## src/rtl/scmi_mbox_arbiter.sv

```systemverilog
// Round-robin owner arbiter for a shared SCMI mailbox channel.
// Grants one agent at a time. Tracks the doorbell -> completion handshake.
// Routes the completion pulse to the owner only. A watchdog recovers the
// channel if the platform never completes.
//
// state        | meaning
// -------------+------------------------------------------------------------
// S_IDLE       | channel free, arbitrating among requesters
// S_GRANTED    | owner holds channel, doorbell not yet rung (may still abort)
// S_WAIT_COMPL | doorbell rung, waiting for completion or watchdog expiry
// S_DONE       | transaction finished (err_o tells how), waiting for release
module scmi_mbox_arbiter #(
   parameter int unsigned NUM_AGENTS     = 4,
   parameter int unsigned TIMEOUT_CYCLES = 1024,
   parameter int unsigned IDX_W          = (NUM_AGENTS > 1) ? $clog2(NUM_AGENTS) : 1,
   parameter int unsigned CNT_W          = ($clog2(TIMEOUT_CYCLES + 1) > 1) ?
                                           $clog2(TIMEOUT_CYCLES + 1) : 1
) (
   input  logic                  clk_i,
   input  logic                  rst_ni,
   input  logic [NUM_AGENTS-1:0] req_i,
   input  logic [NUM_AGENTS-1:0] release_i,
   input  logic                  doorbell_irq_i,
   input  logic                  completion_irq_i,
   output logic [NUM_AGENTS-1:0] gnt_o,
   output logic                  owner_valid_o,
   output logic [IDX_W-1:0]      owner_o,
   output logic [NUM_AGENTS-1:0] completion_irq_o,
   output logic                  timeout_o,
   output logic                  err_o,
   output logic                  spurious_o
);

   typedef enum logic [1:0] {
      S_IDLE       = 2'd0,
      S_GRANTED    = 2'd1,
      S_WAIT_COMPL = 2'd2,
      S_DONE       = 2'd3
   } state_e;

   // A zero timeout disables the watchdog; the counter then just free-runs.
   localparam bit              WDOG_EN  = (TIMEOUT_CYCLES > 0);
   localparam logic [CNT_W-1:0] CNT_LAST = CNT_W'((TIMEOUT_CYCLES > 0) ? TIMEOUT_CYCLES - 1 : 0);
   localparam logic [IDX_W-1:0] LAST_IDX = IDX_W'(NUM_AGENTS - 1);

   state_e                  state_q, state_d;
   logic [NUM_AGENTS-1:0]   gnt_q, gnt_d;
   logic [IDX_W-1:0]        owner_q, owner_d;
   logic                    owner_valid_q, owner_valid_d;
   logic [IDX_W-1:0]        rr_ptr_q, rr_ptr_d;
   logic [CNT_W-1:0]        cnt_q, cnt_d;
   logic [NUM_AGENTS-1:0]   cpl_q, cpl_d;
   logic                    timeout_q, timeout_d;
   logic                    err_q, err_d;
   logic                    spurious_q, spurious_d;

   logic                    pick_valid;
   logic [IDX_W-1:0]        pick_idx;
   logic [IDX_W-1:0]        cand;
   logic                    rel_own;

   // Round-robin search: first requester at or after rr_ptr, wrapping.
   always_comb begin
      pick_valid = 1'b0;
      pick_idx   = '0;
      cand       = '0;
      for (int unsigned i = 0; i < NUM_AGENTS; i++) begin
         cand = IDX_W'((32'(rr_ptr_q) + i) % NUM_AGENTS);
         if (!pick_valid && req_i[cand]) begin
            pick_valid = 1'b1;
            pick_idx   = cand;
         end
      end
   end

   // Only the current owner's release bit matters; others are ignored.
   assign rel_own = release_i[owner_q];

   // Next-state and registered-output logic.
   always_comb begin
      state_d       = state_q;
      gnt_d         = gnt_q;
      owner_d       = owner_q;
      owner_valid_d = owner_valid_q;
      rr_ptr_d      = rr_ptr_q;
      cnt_d         = cnt_q;
      cpl_d         = '0;
      timeout_d     = 1'b0;
      err_d         = err_q;
      spurious_d    = 1'b0;

      unique case (state_q)
         S_IDLE: begin
            spurious_d = doorbell_irq_i | completion_irq_i;
            if (pick_valid) begin
               state_d           = S_GRANTED;
               gnt_d             = '0;
               gnt_d[pick_idx]   = 1'b1;
               owner_d           = pick_idx;
               owner_valid_d     = 1'b1;
               rr_ptr_d          = (pick_idx == LAST_IDX) ? '0 : pick_idx + IDX_W'(1);
            end
         end

         S_GRANTED: begin
            spurious_d = completion_irq_i;
            // Doorbell takes priority over a same-cycle abort.
            if (doorbell_irq_i) begin
               state_d = S_WAIT_COMPL;
               cnt_d   = '0;
            end else if (rel_own) begin
               state_d       = S_IDLE;
               gnt_d         = '0;
               owner_d       = '0;
               owner_valid_d = 1'b0;
            end
         end

         S_WAIT_COMPL: begin
            spurious_d = doorbell_irq_i;
            cnt_d      = cnt_q + CNT_W'(1);
            // Completion beats a same-cycle watchdog expiry.
            if (completion_irq_i) begin
               state_d = S_DONE;
               cpl_d   = gnt_q;
               err_d   = 1'b0;
            end else if (WDOG_EN && (cnt_q == CNT_LAST)) begin
               state_d   = S_DONE;
               timeout_d = 1'b1;
               err_d     = 1'b1;
            end
         end

         S_DONE: begin
            spurious_d = doorbell_irq_i | completion_irq_i;
            if (rel_own) begin
               state_d       = S_IDLE;
               gnt_d         = '0;
               owner_d       = '0;
               owner_valid_d = 1'b0;
               err_d         = 1'b0;
            end
         end

         default: state_d = S_IDLE;
      endcase
   end

   // State and output registers, cleared asynchronously.
   always_ff @(posedge clk_i or negedge rst_ni) begin
      if (!rst_ni) begin
         state_q       <= S_IDLE;
         gnt_q         <= '0;
         owner_q       <= '0;
         owner_valid_q <= 1'b0;
         rr_ptr_q      <= '0;
         cnt_q         <= '0;
         cpl_q         <= '0;
         timeout_q     <= 1'b0;
         err_q         <= 1'b0;
         spurious_q    <= 1'b0;
      end else begin
         state_q       <= state_d;
         gnt_q         <= gnt_d;
         owner_q       <= owner_d;
         owner_valid_q <= owner_valid_d;
         rr_ptr_q      <= rr_ptr_d;
         cnt_q         <= cnt_d;
         cpl_q         <= cpl_d;
         timeout_q     <= timeout_d;
         err_q         <= err_d;
         spurious_q    <= spurious_d;
      end
   end

   assign gnt_o            = gnt_q;
   assign owner_valid_o    = owner_valid_q;
   assign owner_o          = owner_q;
   assign completion_irq_o = cpl_q;
   assign timeout_o        = timeout_q;
   assign err_o            = err_q;
   assign spurious_o       = spurious_q;

endmodule

```

## config.mk

```make
export PLATFORM = sky130hd
export DESIGN_NAME = scmi_mbox_arbiter
export DESIGN_NICKNAME = d
export VERILOG_FILES = /design/src/rtl/scmi_mbox_arbiter.sv
export SDC_FILE = /design/constraint.sdc
export NUM_CORES = 1
export LEC_CHECK = 0
export ABC_AREA = 1
export CAP_MARGIN = 15
export CORE_MARGIN = 5
export CORE_UTILIZATION = 50
export CTS_BUF_LIST = sky130_fd_sc_hd__clkbuf_8
export DETAILED_ROUTE_END_ITERATION = 12
export PLACE_DENSITY = 0.81
export SLEW_MARGIN = 30
export SYNTH_ARGS = -nofsm -noshare
export SYNTH_HDL_FRONTEND = slang
export SYNTH_SLANG_ARGS = --single-unit
export TNS_END_PERCENT = 10
```

## constraint.sdc

```tcl
create_clock -name clk_i -period 4.5 [get_ports clk_i]
set_input_delay 0.9 -clock clk_i [delete_from_list [all_inputs] [get_ports clk_i]]
set_output_delay 0.9 -clock clk_i [all_outputs]
set_load 0.005 [all_outputs]
```

# Yosys cells after proc, flatten, opt, wreduce, memory -nomap -nowiden
# Cells that the tools add are included.
totals:
  word_cells: 101
  out_inout_bits: 14
  ff_bits: 29
  in_bits: 12
op_classes:
  mux: 51
  reduce_logical: 17
  add_sub_neg: 5
  magnitude_cmp: 7
  bitwise_logic: 1
  eq_ne: 10
ops:
  columns: ["op", "n"]
  rows:
  - ["two-way mux 2 bit", 13]
  - ["case mux 11 bit (2 select lines)", 1]
  - ["two-way mux 4 bit", 5]
  - ["two-way mux 1 bit", 19]
  - ["less-than comparator 2 x 3 -> 1 bit, second input constant", 6]
  - ["case mux 4 bit (3 select lines)", 1]
  - ["adder 11 x 1 -> 11 bit, second input constant", 1]
  - ["== test 11 x 10 -> 1 bit, second input constant", 1]
  - ["two-way mux 11 bit", 1]
  - ["binary-select mux 1 bit (select 2 bit)", 5]
  - ["!= test 2 bit, second input constant", 4]
  - ["case mux 2 bit (4 select lines)", 1]
  - ["== test 2 bit, second input constant", 3]
  - ["case mux 1 bit (3 select lines)", 2]
  - ["case mux 2 bit (3 select lines)", 1]
  - ["AND reduction 2 bit", 3]
  - ["AND reduction 3 bit", 2]
  - ["adder 2 x 1 -> 2 bit, second input constant", 2]
  - ["adder 2 bit, second input constant", 2]
  - ["logical AND 1 bit", 4]
  - ["nonzero test 2 bit", 2]
  - ["zero test 1 bit", 3]
  - ["!= test 3 bit, second input constant", 1]
  - ["nonzero test 3 bit", 1]
  - ["other kinds (7)", 7]

# Logic depth before layout (Yosys ltp)
depth:
  depth_word: 18
  ltp_mapped: 14
  ltp_nobuf: 13

# Least setup slack after synthesis
# No wires, ideal clock.
synth_path:
  path_kind: "input to register"
  from: "input port req_i[3]"
  to: "register rr_ptr_q[1]"
  arrival_ns: 2.003
  path_stages: 12
  slack_ns: 2.375
  path_cell_list: "inv_1 nand2_1 nand3_2 nand2_2 inv_1 a21oi_1 nand2_1 nand2_2 inv_2 ha_1 nor2_1 a21oi_1"
synth_between:
  elab_chain_cells: 14
synth_rtl:
  columns: ["element", "line_no", "source"]
  rows:
  - ["from (decl)", "21", "input logic [NUM_AGENTS-1:0] req_i,"]
  - ["binary-select mux 1 bit (select 2 bit)", "69", "if (!pick_valid && req_i[cand]) begin"]
  - ["two-way mux 1 bit (not written as such)", "69", null]
  - ["two-way mux 1 bit", "69", null]
  - ["zero test 1 bit", "69", null]
  - ["logical AND 1 bit", "69", null]
  - ["two-way mux 1 bit", "69", null]
  - ["zero test 1 bit", "69", null]
  - ["logical AND 1 bit", "69", null]
  - ["two-way mux 1 bit", "69", null]
  - ["zero test 1 bit", "69", null]
  - ["logical AND 1 bit", "69", null]
  - ["two-way mux 2 bit", "69", null]
  - ["adder 2 x 1 -> 2 bit or == test 2 bit (tied branches)", "101", "rr_ptr_d = (pick_idx == LAST_IDX) ? '0 : pick_idx + IDX_W'(1);"]
  - ["two-way mux 2 bit", "101", null]
  - ["to (signal assigned)", "167", "rr_ptr_q <= rr_ptr_d;"]
  - ["to (decl)", "50", "logic [IDX_W-1:0] rr_ptr_q, rr_ptr_d;"]
# Several ways; a longest one is shown, not always the timed one. The select of a mux whose other input is x is not followed.
# A chain may end at the register's enable or synchronous reset.

# Worst setup path after layout
layout_path:
  from: "input port req_i[1]"
  to: "register rr_ptr_q[1]"
# Same word-level chain as after synthesis.

==> results.toml <==
[outcome]
status = "finished clean"

[clocking]
cts-buffers-inserted = 5
insertion_delay_ns = 0.28
cts_resized = 0
clk_pin_slew_worst_paths_ns = 0.06
cts.root.buffer_cell = "clkbuf_8"
post_cts_hold_buffer_count = 0
h-tree-depth = 2
tritoncts_num_sinks = 29
cts_max_path_buffers = 2
tritoncts_clock_tree = "built"
cts_setup_buffers = 0

[placed_design]
placement.io_buffers = 25
post-dp-hpwl_um = 2807
placed_insts = 306
finalWeightedCongestion = 0.8768

[timing]
hold-worst-slack_ns = 0.4967
worst_slew_margin_rel_pct = 70.17
tightest_slew_ns = 0.4474
period_needed_ns = 2.485
max_freq_mhz = 402.4
share_of_the_clock_period_used_by_the_worst_path_after_layout_pct = 55.22
drv_slew = 0
rsz0062_at_grt = "no"
fin_setup_tns_ns = 0
fin_skew_ns = 0.006201
setup-violations-final = 0
hold_viol_final = 0

[worst_hold_path]
holdPathEnd = "owner_valid_o$_DFFE_PN0P_"
holdCritStartpoint = "owner_valid_o$_DFFE_PN0P_"
hold_class = "reg -> reg"
hold-path-cell-count = 2

[synth]
postSynthRegisterBits = 29
synth_top_area_cell = "dfrtp_1"
post_synth_inst_count = 234
yosysSeqAreaShare_pct = 38.59
post_synth_instance_area_mm2 = 0.001881
ys_top_cells_by_area = "dfrtp_1 39%, nand2_1 11%, inv_1 7.2%"
synth-edff-count = 0
synth_top_flop_cell = "dfrtp_1"
synth_warnings = 0
yosys.cell_types.count = 35
synth_fp_nets = 255
synthesis.area_per_instance_um2 = 8.037
synth_async_reset_ratio_pct = 100.0
synth_top_area_share_pct = 38.59

[drt]
drt-pass1-iter-count = 4
drt_iter0_drc = 143
post-route-drc-count = 0
drt_total_wl_um = 3602
routed_wire_length_per_instance_um = 11.47
avgViaCountPerCell = 5.086
vias = 1597
postRouteAntennaNets = 0

[worst_setup_path]
max_stage_delay_ns = 0.48
crit_chain = "clkdlybuf4s50_1 > inv_1 > nand2_1 > nand3_1 > nand2_2 > inv_1 > a21oi_1 > nand2_1 > nand2_2 > inv_2 > ha_1 > nor2_1 > a21oi_1"
worst_path_max_delay_cell = "clkdlybuf4s50_1"
crit_path_max_fanout = 4
worst-setup-path-type = "in -> reg"
timing.reg2reg.setup_slack_ns = 2.48
timing.critical_path.from = "req_i[1]"
r2r_start = "rr_ptr_q[0]$_DFFE_PN0P_"
crit_path_end_kind = "flip-flop"
ff2ff_path_depth = 10
worst_reg2reg_endpoint = "rr_ptr_q[1]$_DFFE_PN0P_"
critical_path.startpoint_type = "input port"
arrival_ns = 2.65
timing.critical_path.required_ns = 4.67

[final_layout]
fillCellCount = 325
mostFrequentLayoutCell = "nand2_1"
final_cells = 314
drive_gt1_share_pct = 18.80
num_antenna_cells = 0
final_cell_mix = "56 x nand2_1, 36 x inv_1, 29 x dfrtp_1"
areaGrowthSynthToFinish_pct = 21.29
final_core_util_pct = 62.30
finish.net_count = 286

[pwr]
p_leak_nw = 1.090
report.power.total_mw = 1.418
irDropWorstVdd_uv = 356.9
power-per-cell-area_mw_per_mm2 = 621.6

[global_route]
gr-total-overflow = 0
global_route.usage.total_pct = 15.91
grt_start_max_net_pins = 30
number_of_antenna_violations_at_the_first_check_in_global_routing = 0
grt_first_pass_wirelength_um = 6520
grt_pass1_vias = 1524

[flow_run]
cap_violations = 0

[floorplan]
core_area_mm2 = 0.003661
rows = 22
die_w_um = 71.33
floorplan.initialDensity_pct = 51.37
chipHeight_um = 71.33
num_io_pins = 26
die_area_mm2 = 0.005087
-- kinds of logic (layout without fill, tap and decap cells) --
logic type      after synthesis  count (layout)  synth area share [%]
fa+ha+maj                     9               9                 5.988
flops                        29              29                 38.59
buf+inv                      42              74                 9.248
compound gates               34              34                 11.11
simple gates                120             120                 35.06
-- where the power goes --
group / switching [mW] / leakage [nW] / internal [mW]
logic: 0.491 / 0.650 / 0.309
registers: 0.0629 / 0.386 / 0.321
clock network: 0.0961 / 0.0542 / 0.138
-- worst max path at each step --
stage | to | slack, ns | cells past startpoint
floorplan | rr_ptr_q[1]$_DFFE_PN0P_ | 2.38 | 12
global placement | rr_ptr_q[1]$_DFFE_PN0P_ | 1.81 | 13
detailed placement | rr_ptr_q[1]$_DFFE_PN0P_ | 1.72 | 13
CTS | rr_ptr_q[1]$_DFFE_PN0P_ | 2.02 | 13
global route | rr_ptr_q[1]$_DFFE_PN0P_ | 1.88 | 13
finish | rr_ptr_q[1]$_DFFE_PN0P_ | 2.02 | 13
-- layout make-up --
| cell class | count | area (µm²) | share of cell area (%) |
|---|---|---|---|
| Clock buffer | 7 | 96.34 | 4.224 |
| Multi-Input combinational cell | 163 | 980.9 | 43.01 |
| Inverter | 40 | 155.1 | 6.802 |
| Timing Repair Buffer | 26 | 257.7 | 11.30 |
| Tap cell | 48 | 60.06 | 2.633 |
| Sequential cell | 29 | 725.7 | 31.82 |
| Clock inverter | 1 | 5.005 | 0.2194 |
-- per-layer routing --
layer	global-route usage, %	up-vias	routed length (µm)
met5	0	-	0
met4	5.637	0	54
met3	3.927	8	136
met2	27.55	30	1794
met1	19.12	752	1617
li1	-	807	-
-- worst max-delay path: cells and delay by family --
kind | cells | cell delay (ns)
AOI/OAI and AO/OA | 2 | 0.17
and+or+nand+nor | 6 | 0.63
buffers and inverters | 4 | 0.65
adders and majority gates | 1 | 0.29
-- synthesized netlist by cell type, types with 2 or more instances --
| master | n |
|---|---|
| a21oi_1 | 13 |
| dfrtp_1 | 29 |
| ha_1 | 9 |
| inv_1 | 36 |
| inv_2 | 2 |
| nand2_1 | 56 |
| nand2_2 | 14 |
| nand2_4 | 4 |
| nand3_1 | 14 |
| nand3_2 | 3 |
| nand3_4 | 2 |
| nand3b_1 | 2 |
| nand4_1 | 3 |
| nor2_1 | 12 |
| nor2_2 | 2 |
| o21ai_0 | 8 |
| o21ai_2 | 7 |
-- stage by stage --
stage | cell area (µm²) | setup slack, ns
floorplan | 1881 | 2.375
global placement | 2180 | 1.814
detailed placement | 2180 | 1.715
CTS | 2281 | 2.016
global route | 2281 | 1.884
finish | 2281 | 2.015
-- sequential cells by signal, indices dropped and copies added (netlist names) --
register	cells
cnt_q	11
completion_irq_o	4
gnt_o	4
owner_o	2
rr_ptr_q	2
state_q	2
err_o	1
owner_valid_o	1
spurious_o	1
timeout_o	1
No activity file was read; power rests on OpenSTA's default activity.
